--- config.mk ---
export PLATFORM = sky130hd
export DESIGN_NAME = seq_detector_param
export DESIGN_NICKNAME = d
export VERILOG_FILES = /design/src/rtl/seq_detector_param.sv
export SDC_FILE = /design/constraint.sdc
export NUM_CORES = 1
export LEC_CHECK = 0
export ABC_AREA = 1
export CAP_MARGIN = 20
export CELL_PAD_IN_SITES_DETAIL_PLACEMENT = 1
export CELL_PAD_IN_SITES_GLOBAL_PLACEMENT = 1
export CORE_MARGIN = 2
export CORE_UTILIZATION = 30
export DETAILED_ROUTE_END_ITERATION = 16
export PLACE_DENSITY = 0.83
export SYNTH_ARGS = -nofsm -noshare
export SYNTH_HDL_FRONTEND = slang
export SYNTH_SLANG_ARGS = --single-unit
--- constraint.sdc ---
create_clock -name clock -period 1.25 [get_ports clock]
set_input_delay 0.125 -clock clock [delete_from_list [all_inputs] [get_ports clock]]
set_output_delay 0.125 -clock clock [all_outputs]
set_load 0.1 [all_outputs]
--- src/rtl/seq_detector_param.sv ---
// Parameterised serial pattern detector with KMP-style prefix tracking.
// The next-state table is computed from PATTERN at elaboration, so no
// pattern register exists at runtime.
//
// state (p)      | meaning
// ---------------+--------------------------------------------------
// 0              | no prefix of PATTERN matched
// k (1..N-1)     | the last k consumed bits equal the first k pattern bits
module seq_detector_param #(
  parameter int             N       = 4,
  parameter logic [N-1:0]   PATTERN = 4'b1011,
  parameter bit             OVERLAP = 1'b1,
  parameter int             CNT_W   = 8
) (
  input  logic                     clock,
  input  logic                     reset,
  input  logic                     clr,
  input  logic                     en,
  input  logic                     i,
  output logic                     out,
  output logic [CNT_W-1:0]         match_count,
  output logic [$clog2(N+1)-1:0]   progress
);

  localparam int PW  = $clog2(N+1);
  localparam int TBL = 2**PW;

  if (N < 2 || N > 16) begin : g_bad_n
    $error("seq_detector_param: N must be within 2..16");
  end
  if (CNT_W < 1) begin : g_bad_cnt_w
    $error("seq_detector_param: CNT_W must be at least 1");
  end

  // Longest pattern prefix that is a suffix of (first p pattern bits, then b).
  // A result of N means the pattern completed.
  function automatic int calc_next(input int p, input int b);
    int pv;
    int seq;
    int lim;
    int res;
    pv  = int'(PATTERN);
    res = 0;
    if (p < N) begin
      seq = ((pv >> (N - p)) << 1) | b;
      lim = (p + 1 < N) ? p + 1 : N;
      for (int l = 1; l <= lim; l++) begin
        if ((seq & ((1 << l) - 1)) == (pv >> (N - l))) res = l;
      end
    end
    return res;
  endfunction

  // Longest proper prefix of PATTERN that is also its suffix.
  function automatic int calc_fail_n();
    int pv;
    int res;
    pv  = int'(PATTERN);
    res = 0;
    for (int l = 1; l < N; l++) begin
      if ((pv & ((1 << l) - 1)) == (pv >> (N - l))) res = l;
    end
    return res;
  endfunction

  localparam logic [PW-1:0] L_N     = PW'(N);
  localparam logic [PW-1:0] L_AFTER = OVERLAP ? PW'(calc_fail_n()) : '0;

  // Transition table sized to a power of two so any PW-bit state indexes it;
  // unreachable rows resolve to 0.
  logic [PW-1:0] w_nxt_tbl [TBL][2];

  for (genvar gp = 0; gp < TBL; gp++) begin : g_row
    for (genvar gb = 0; gb < 2; gb++) begin : g_col
      localparam int NL = calc_next(gp, gb);
      assign w_nxt_tbl[gp][gb] = PW'(NL);
    end
  end

  logic [PW-1:0]    r_p;
  logic             r_out;
  logic [CNT_W-1:0] r_cnt;

  logic [PW-1:0]    w_p_nxt;
  logic             w_out_nxt;
  logic [CNT_W-1:0] w_cnt_nxt;
  logic [PW-1:0]    w_len;

  // State, pulse and counter registers; reset forces everything to zero.
  always_ff @(posedge clock or negedge reset) begin
    if (!reset) begin
      r_p   <= '0;
      r_out <= 1'b0;
      r_cnt <= '0;
    end else begin
      r_p   <= w_p_nxt;
      r_out <= w_out_nxt;
      r_cnt <= w_cnt_nxt;
    end
  end

  // Next state: clear wins over enable; a completed pattern pulses out,
  // bumps the saturating counter and restarts from the overlap point or zero.
  always_comb begin
    w_p_nxt   = r_p;
    w_out_nxt = 1'b0;
    w_cnt_nxt = r_cnt;
    w_len     = w_nxt_tbl[r_p][i];
    if (clr) begin
      w_p_nxt   = '0;
      w_cnt_nxt = '0;
    end else if (en) begin
      if (w_len == L_N) begin
        w_out_nxt = 1'b1;
        w_p_nxt   = L_AFTER;
        if (r_cnt != {CNT_W{1'b1}}) w_cnt_nxt = r_cnt + CNT_W'(1);
      end else begin
        w_p_nxt = w_len;
      end
    end
  end

  assign out         = r_out;
  assign match_count = r_cnt;
  assign progress    = r_p;

endmodule

==> report_table.html <==
<table>
<tr><th>Metric</th><th>Value</th></tr>
<tr><th colspan="2">Floorplan</th></tr>
<tr><td>Die width</td><td>51.59 µm</td></tr>
<tr><td>Effective utilization at floorplan</td><td>31.31%</td></tr>
<tr><td>Number of I/O pins</td><td>17</td></tr>
<tr><td>Row cnt</td><td>17</td></tr>
<tr><td>Area enclosed by the die boundary</td><td>2662 µm²</td></tr>
<tr><td>Core Footprint</td><td>2170 µm²</td></tr>
<tr><td>Chip height</td><td>51.59 µm</td></tr>
<tr><th colspan="2">Detailed routing</th></tr>
<tr><td>Detailed-routing iteration count for the pre-antenna-repair pass</td><td>4</td></tr>
<tr><td>Total length of routed wires</td><td>2368 µm</td></tr>
<tr><td>DRT iter0 DRCs</td><td>4</td></tr>
<tr><td>Routed WL per cell</td><td>15.68 µm</td></tr>
<tr><td>Avg Vias per Cell</td><td>4.947</td></tr>
<tr><td>Remaining DRCs</td><td>0</td></tr>
<tr><td>Vias post-DR</td><td>747</td></tr>
<tr><td>Antenna-violating nets left</td><td>0</td></tr>
<tr><th colspan="2">Global route</th></tr>
<tr><td>Antenna violations before repair</td><td>0</td></tr>
<tr><td>Vias in the first global route</td><td>830</td></tr>
<tr><td>Global-route wire length before repair</td><td>3843 µm</td></tr>
<tr><td>Remaining global-route overflow</td><td>0</td></tr>
<tr><td>Largest net degree at the start of global routing</td><td>13</td></tr>
<tr><td>Combined global-route utilization of all metal layers</td><td>20.01%</td></tr>
<tr><th colspan="2">STA</th></tr>
<tr><td>Max Freq</td><td>0.7625 GHz</td></tr>
<tr><td>Number of pins exceeding their max-slew limit in the final report</td><td>0</td></tr>
<tr><td>Number of hold violations in the final report</td><td>0</td></tr>
<tr><td>RSZ-0062 raised after global routing</td><td>yes</td></tr>
<tr><td>Final worst setup slack</td><td>-0.06148 ns</td></tr>
<tr><td>Worst Max-Slew Pin Slew</td><td>0.2431 ns</td></tr>
<tr><td>Worst slew margin relative to its limit</td><td>83.79%</td></tr>
<tr><td>Post-route clock skew</td><td>0.01095 ns</td></tr>
<tr><td>Min Tclk post-route</td><td>1.311 ns</td></tr>
<tr><td>Crit share post-route</td><td>104.9%</td></tr>
<tr><td>Final setup violation count</td><td>7</td></tr>
<tr><th colspan="2">Clock network</th></tr>
<tr><td>Total number of H-tree levels</td><td>1</td></tr>
<tr><td>Root buffer cell</td><td>sky130_fd_sc_hd__clkbuf_4</td></tr>
<tr><td>Worst-Skew Late Latency</td><td>0.28 ns</td></tr>
<tr><td>Hold-fix buffers, CTS</td><td>0</td></tr>
<tr><td>Clk sink count</td><td>12</td></tr>
<tr><td>Clock slew at reported path FFs</td><td>0.09 ns</td></tr>
<tr><td>TritonCTS clock tree</td><td>done</td></tr>
<tr><td>Number of buffers created by CTS</td><td>3</td></tr>
<tr><td>Maximum buffer depth of the clock tree</td><td>2</td></tr>
<tr><th colspan="2">Placement</th></tr>
<tr><td>Post-DP HPWL</td><td>1761 µm</td></tr>
<tr><td>Last weighted congestion value of the routability-driven placer</td><td>0.8361</td></tr>
<tr><td>Area after detailed placement</td><td>1146 µm²</td></tr>
<tr><td>Number of buffers inserted by port buffering</td><td>16</td></tr>
<tr><td>DP Worst Slack</td><td>-0.1816 ns</td></tr>
<tr><th colspan="2">Yosys</th></tr>
<tr><td>Post-synthesis instance total</td><td>85</td></tr>
<tr><td>Post-synthesis cell type count</td><td>22</td></tr>
<tr><td>Number of synthesized flops with an enable pin</td><td>0</td></tr>
<tr><td>Synth async-reset ratio</td><td>100.0%</td></tr>
<tr><td>Cell with the most instances after synthesis</td><td>sky130_fd_sc_hd__nand2_1</td></tr>
<tr><td>Mean Syn Cell Area</td><td>7.993 µm²</td></tr>
<tr><td>Number of nets produced by synthesis</td><td>91</td></tr>
<tr><td>Post-synthesis instance area</td><td>679.4 µm²</td></tr>
<tr><td>Share of synthesized area occupied by flip-flops and latches</td><td>44.20%</td></tr>
<tr><td>Cells taking the most area after synthesis</td><td>sky130_fd_sc_hd__dfrtp_1 (44%), sky130_fd_sc_hd__nand2_1 (14%), sky130_fd_sc_hd__nand3_1 (6.6%), sky130_fd_sc_hd__nand2_4 (5.0%), sky130_fd_sc_hd__inv_1 (4.4%)</td></tr>
<tr><td>Library cell occupying the most area in the post-synthesis netlist</td><td>sky130_fd_sc_hd__dfrtp_1</td></tr>
<tr><td>Cell types with the highest counts after synthesis</td><td>sky130_fd_sc_hd__nand2_1 (25), sky130_fd_sc_hd__dfrtp_1 (12), sky130_fd_sc_hd__nand3_1 (9)</td></tr>
<tr><td>Top flip-flop cell by instance count after synthesis</td><td>sky130_fd_sc_hd__dfrtp_1</td></tr>
<tr><td>Warning count from the yosys run</td><td>0</td></tr>
<tr><td>Total of flip-flops plus latches after synthesis</td><td>12</td></tr>
<tr><td>Yosys top cell area share</td><td>44.20%</td></tr>
<tr><th colspan="2">Final layout</th></tr>
<tr><td>Share of cells above drive strength 1</td><td>55.28%</td></tr>
<tr><td>Ant diodes</td><td>0</td></tr>
<tr><td>Count of fill cells added during filler insertion</td><td>269</td></tr>
<tr><td>Synthesis-to-finish area growth</td><td>86.92%</td></tr>
<tr><td>Total number of nets in the final design</td><td>130</td></tr>
<tr><td>Layout Cell Area excl Fill</td><td>1270 µm²</td></tr>
<tr><th colspan="2">Hold path</th></tr>
<tr><td>Class of the most critical hold timing path</td><td>in -&gt; async</td></tr>
<tr><th colspan="2">Flow run</th></tr>
<tr><td>Max cap viols</td><td>0</td></tr>
<tr><th colspan="2">Critical path</th></tr>
<tr><td>Startpoint kind of the worst setup timing path</td><td>flip-flop</td></tr>
<tr><td>Required time of the critical path</td><td>1.45 ns</td></tr>
<tr><td>Setup slack on the worst flop-to-flop path</td><td>-0.06 ns</td></tr>
<tr><td>Type of element capturing the critical path</td><td>flip-flop</td></tr>
<tr><td>CP max FO</td><td>4</td></tr>
<tr><td>Data arrival time of the worst path</td><td>1.51 ns</td></tr>
<tr><td>Setup CP Type</td><td>reg -&gt; reg</td></tr>
<tr><th colspan="2">Run status</th></tr>
<tr><td>Failing checks</td><td>negative setup slack</td></tr>
<tr><td>Status</td><td>finished, violations left</td></tr>
<tr><th colspan="2">Pwr</th></tr>
<tr><td>Largest voltage drop on the vdd net</td><td>0.7006 mV</td></tr>
<tr><td>Power density cells</td><td>664.1 nW/µm²</td></tr>
<tr><td>Total leakage power</td><td>0.5843 nW</td></tr>
</table>
-- worst paths after layout --
check / startpoint / endpoint / cells past startpoint
setup reg to reg: match_count[1]$_DFFE_PN0P_ / match_count[0]$_DFFE_PN0P_ / 8
setup / recovery: match_count[1]$_DFFE_PN0P_ / match_count[0]$_DFFE_PN0P_ / 8
min in group clock: clr / match_count[5]$_DFFE_PN0P_ / 3
max in group asynchronous: reset / progress[1]$_DFFE_PN0P_ / 2
hold / removal: reset / match_count[3]$_DFFE_PN0P_ / 2
hold reg to reg: progress[2]$_DFFE_PN0P_ / progress[2]$_DFFE_PN0P_ / 2
-- stage by stage --
step / utilization [%] / instances / hold WS [ns] / power, mW / setup TNS, ns
6_report: 58.54 / 151 / 0.1461 / 0.8434 / -0.3368
2_1_floorplan: - / 85 / -0.1706 / 0.4567 / -1.445
4_1_cts: 56.63 / 150 / 0.1626 / 0.8415 / -0.4484
5_1_grt: 58.54 / 151 / 0.1574 / 0.8865 / -0.8947
3_5_place_dp: 52.83 / 142 / 0.4609 / 0.5197 / -1.094
3_3_place_gp: 52.83 / 142 / 0.4448 / 0.5148 / -0.6317
-- sequential cells by signal, summed over array words and instances, names as in the netlist --
name         cells
match_count      8
progress         3
out              1
-- cell usage in the layout (no fill, tap or decap) --
master | Yosys | routed
sky130_fd_sc_hd__ha_4 | 0 | 1
sky130_fd_sc_hd__nor3_1 | 1 | 1
sky130_fd_sc_hd__a21oi_1 | 1 | 1
sky130_fd_sc_hd__nand3_1 | 9 | 7
sky130_fd_sc_hd__nor2_1 | 5 | 3
sky130_fd_sc_hd__buf_6 | 0 | 3
sky130_fd_sc_hd__nor2_2 | 1 | 2
sky130_fd_sc_hd__nand2_1 | 25 | 20
sky130_fd_sc_hd__inv_2 | 2 | 1
sky130_fd_sc_hd__o22ai_1 | 2 | 2
sky130_fd_sc_hd__nand3_2 | 0 | 2
sky130_fd_sc_hd__inv_8 | 0 | 1
sky130_fd_sc_hd__dfrtp_1 | 12 | 1
sky130_fd_sc_hd__dfrtp_4 | 0 | 5
sky130_fd_sc_hd__o21ai_1 | 1 | 1
sky130_fd_sc_hd__nand2_4 | 3 | 5
sky130_fd_sc_hd__xor2_1 | 1 | 1
sky130_fd_sc_hd__clkbuf_8 | 0 | 1
sky130_fd_sc_hd__o21bai_1 | 1 | 1
sky130_fd_sc_hd__inv_4 | 0 | 1
sky130_fd_sc_hd__buf_12 | 0 | 12
sky130_fd_sc_hd__dfrtp_2 | 0 | 6
sky130_fd_sc_hd__nor2_4 | 2 | 3
sky130_fd_sc_hd__or2_4 | 0 | 1
sky130_fd_sc_hd__clkdlybuf4s50_1 | 0 | 4
sky130_fd_sc_hd__buf_4 | 0 | 15
sky130_fd_sc_hd__o21ai_2 | 0 | 1
sky130_fd_sc_hd__nand2_2 | 1 | 4
sky130_fd_sc_hd__nand4_1 | 4 | 4
sky130_fd_sc_hd__inv_1 | 8 | 8
sky130_fd_sc_hd__o211ai_1 | 1 | 1
sky130_fd_sc_hd__clkbuf_4 | 0 | 3
sky130_fd_sc_hd__or2_2 | 2 | 1
-- layer usage --
layer	global-route usage (%)	vias to the layer above	part of all wire, %
met3	4.310	8	3.4
met1	20.80	365	35
met5	0	-	0
met2	37.61	23	58
li1	-	351	-
met4	9.649	0	3.8
-- repair_timing --
item                       in CTS  in global routing
gates cloned                    0                  0
setup buffers                   4                  1
resized for setup               5                 11
setup endpoints to repair       8                  9
pin swaps                       5                  6
-- critical path, stage by stage (launching register included) --
cell,delay [ns]
sky130_fd_sc_hd__dfrtp_4,0.43
sky130_fd_sc_hd__ha_4,0.15
sky130_fd_sc_hd__nand2_4,0.07
sky130_fd_sc_hd__nor2_4,0.12
sky130_fd_sc_hd__nand2_4,0.08
sky130_fd_sc_hd__nand2_4,0.09
sky130_fd_sc_hd__nand2_4,0.07
sky130_fd_sc_hd__buf_6,0.12
sky130_fd_sc_hd__o21ai_2,0.10
-- logic make-up (layout without fill, tap and decap cells) --
family	after synthesis	after routing	share of synthesized area [%]
simple gates	53	53	39.59
flops	12	12	44.20
buf+inv	11	49	6.815
compound gates	7	7	6.260
fa+ha+maj	1	1	1.841
xor+xnor	1	1	1.289
-- cell type report --
| class | count | area [µm²] | share of cell area (%) |
|---|---|---|---|
| repair buffers | 34 | 426.7 | 33.60 |
| well taps | 28 | 35.03 | 2.759 |
| clock buffers | 4 | 36.28 | 2.857 |
| flip-flops and latches | 12 | 326.6 | 25.71 |
| multi-input cells | 62 | 394.1 | 31.03 |
| inverters | 11 | 51.30 | 4.039 |
-- report_power, final --
group / internal (mW) / total (mW) / switching, mW
registers: 0.394 / 0.398 / 0.00461
logic: 0.0511 / 0.122 / 0.0713
clock network: 0.177 / 0.323 / 0.146
total: 0.622 / 0.843 / 0.222
(Power assumes the default switching activity.)
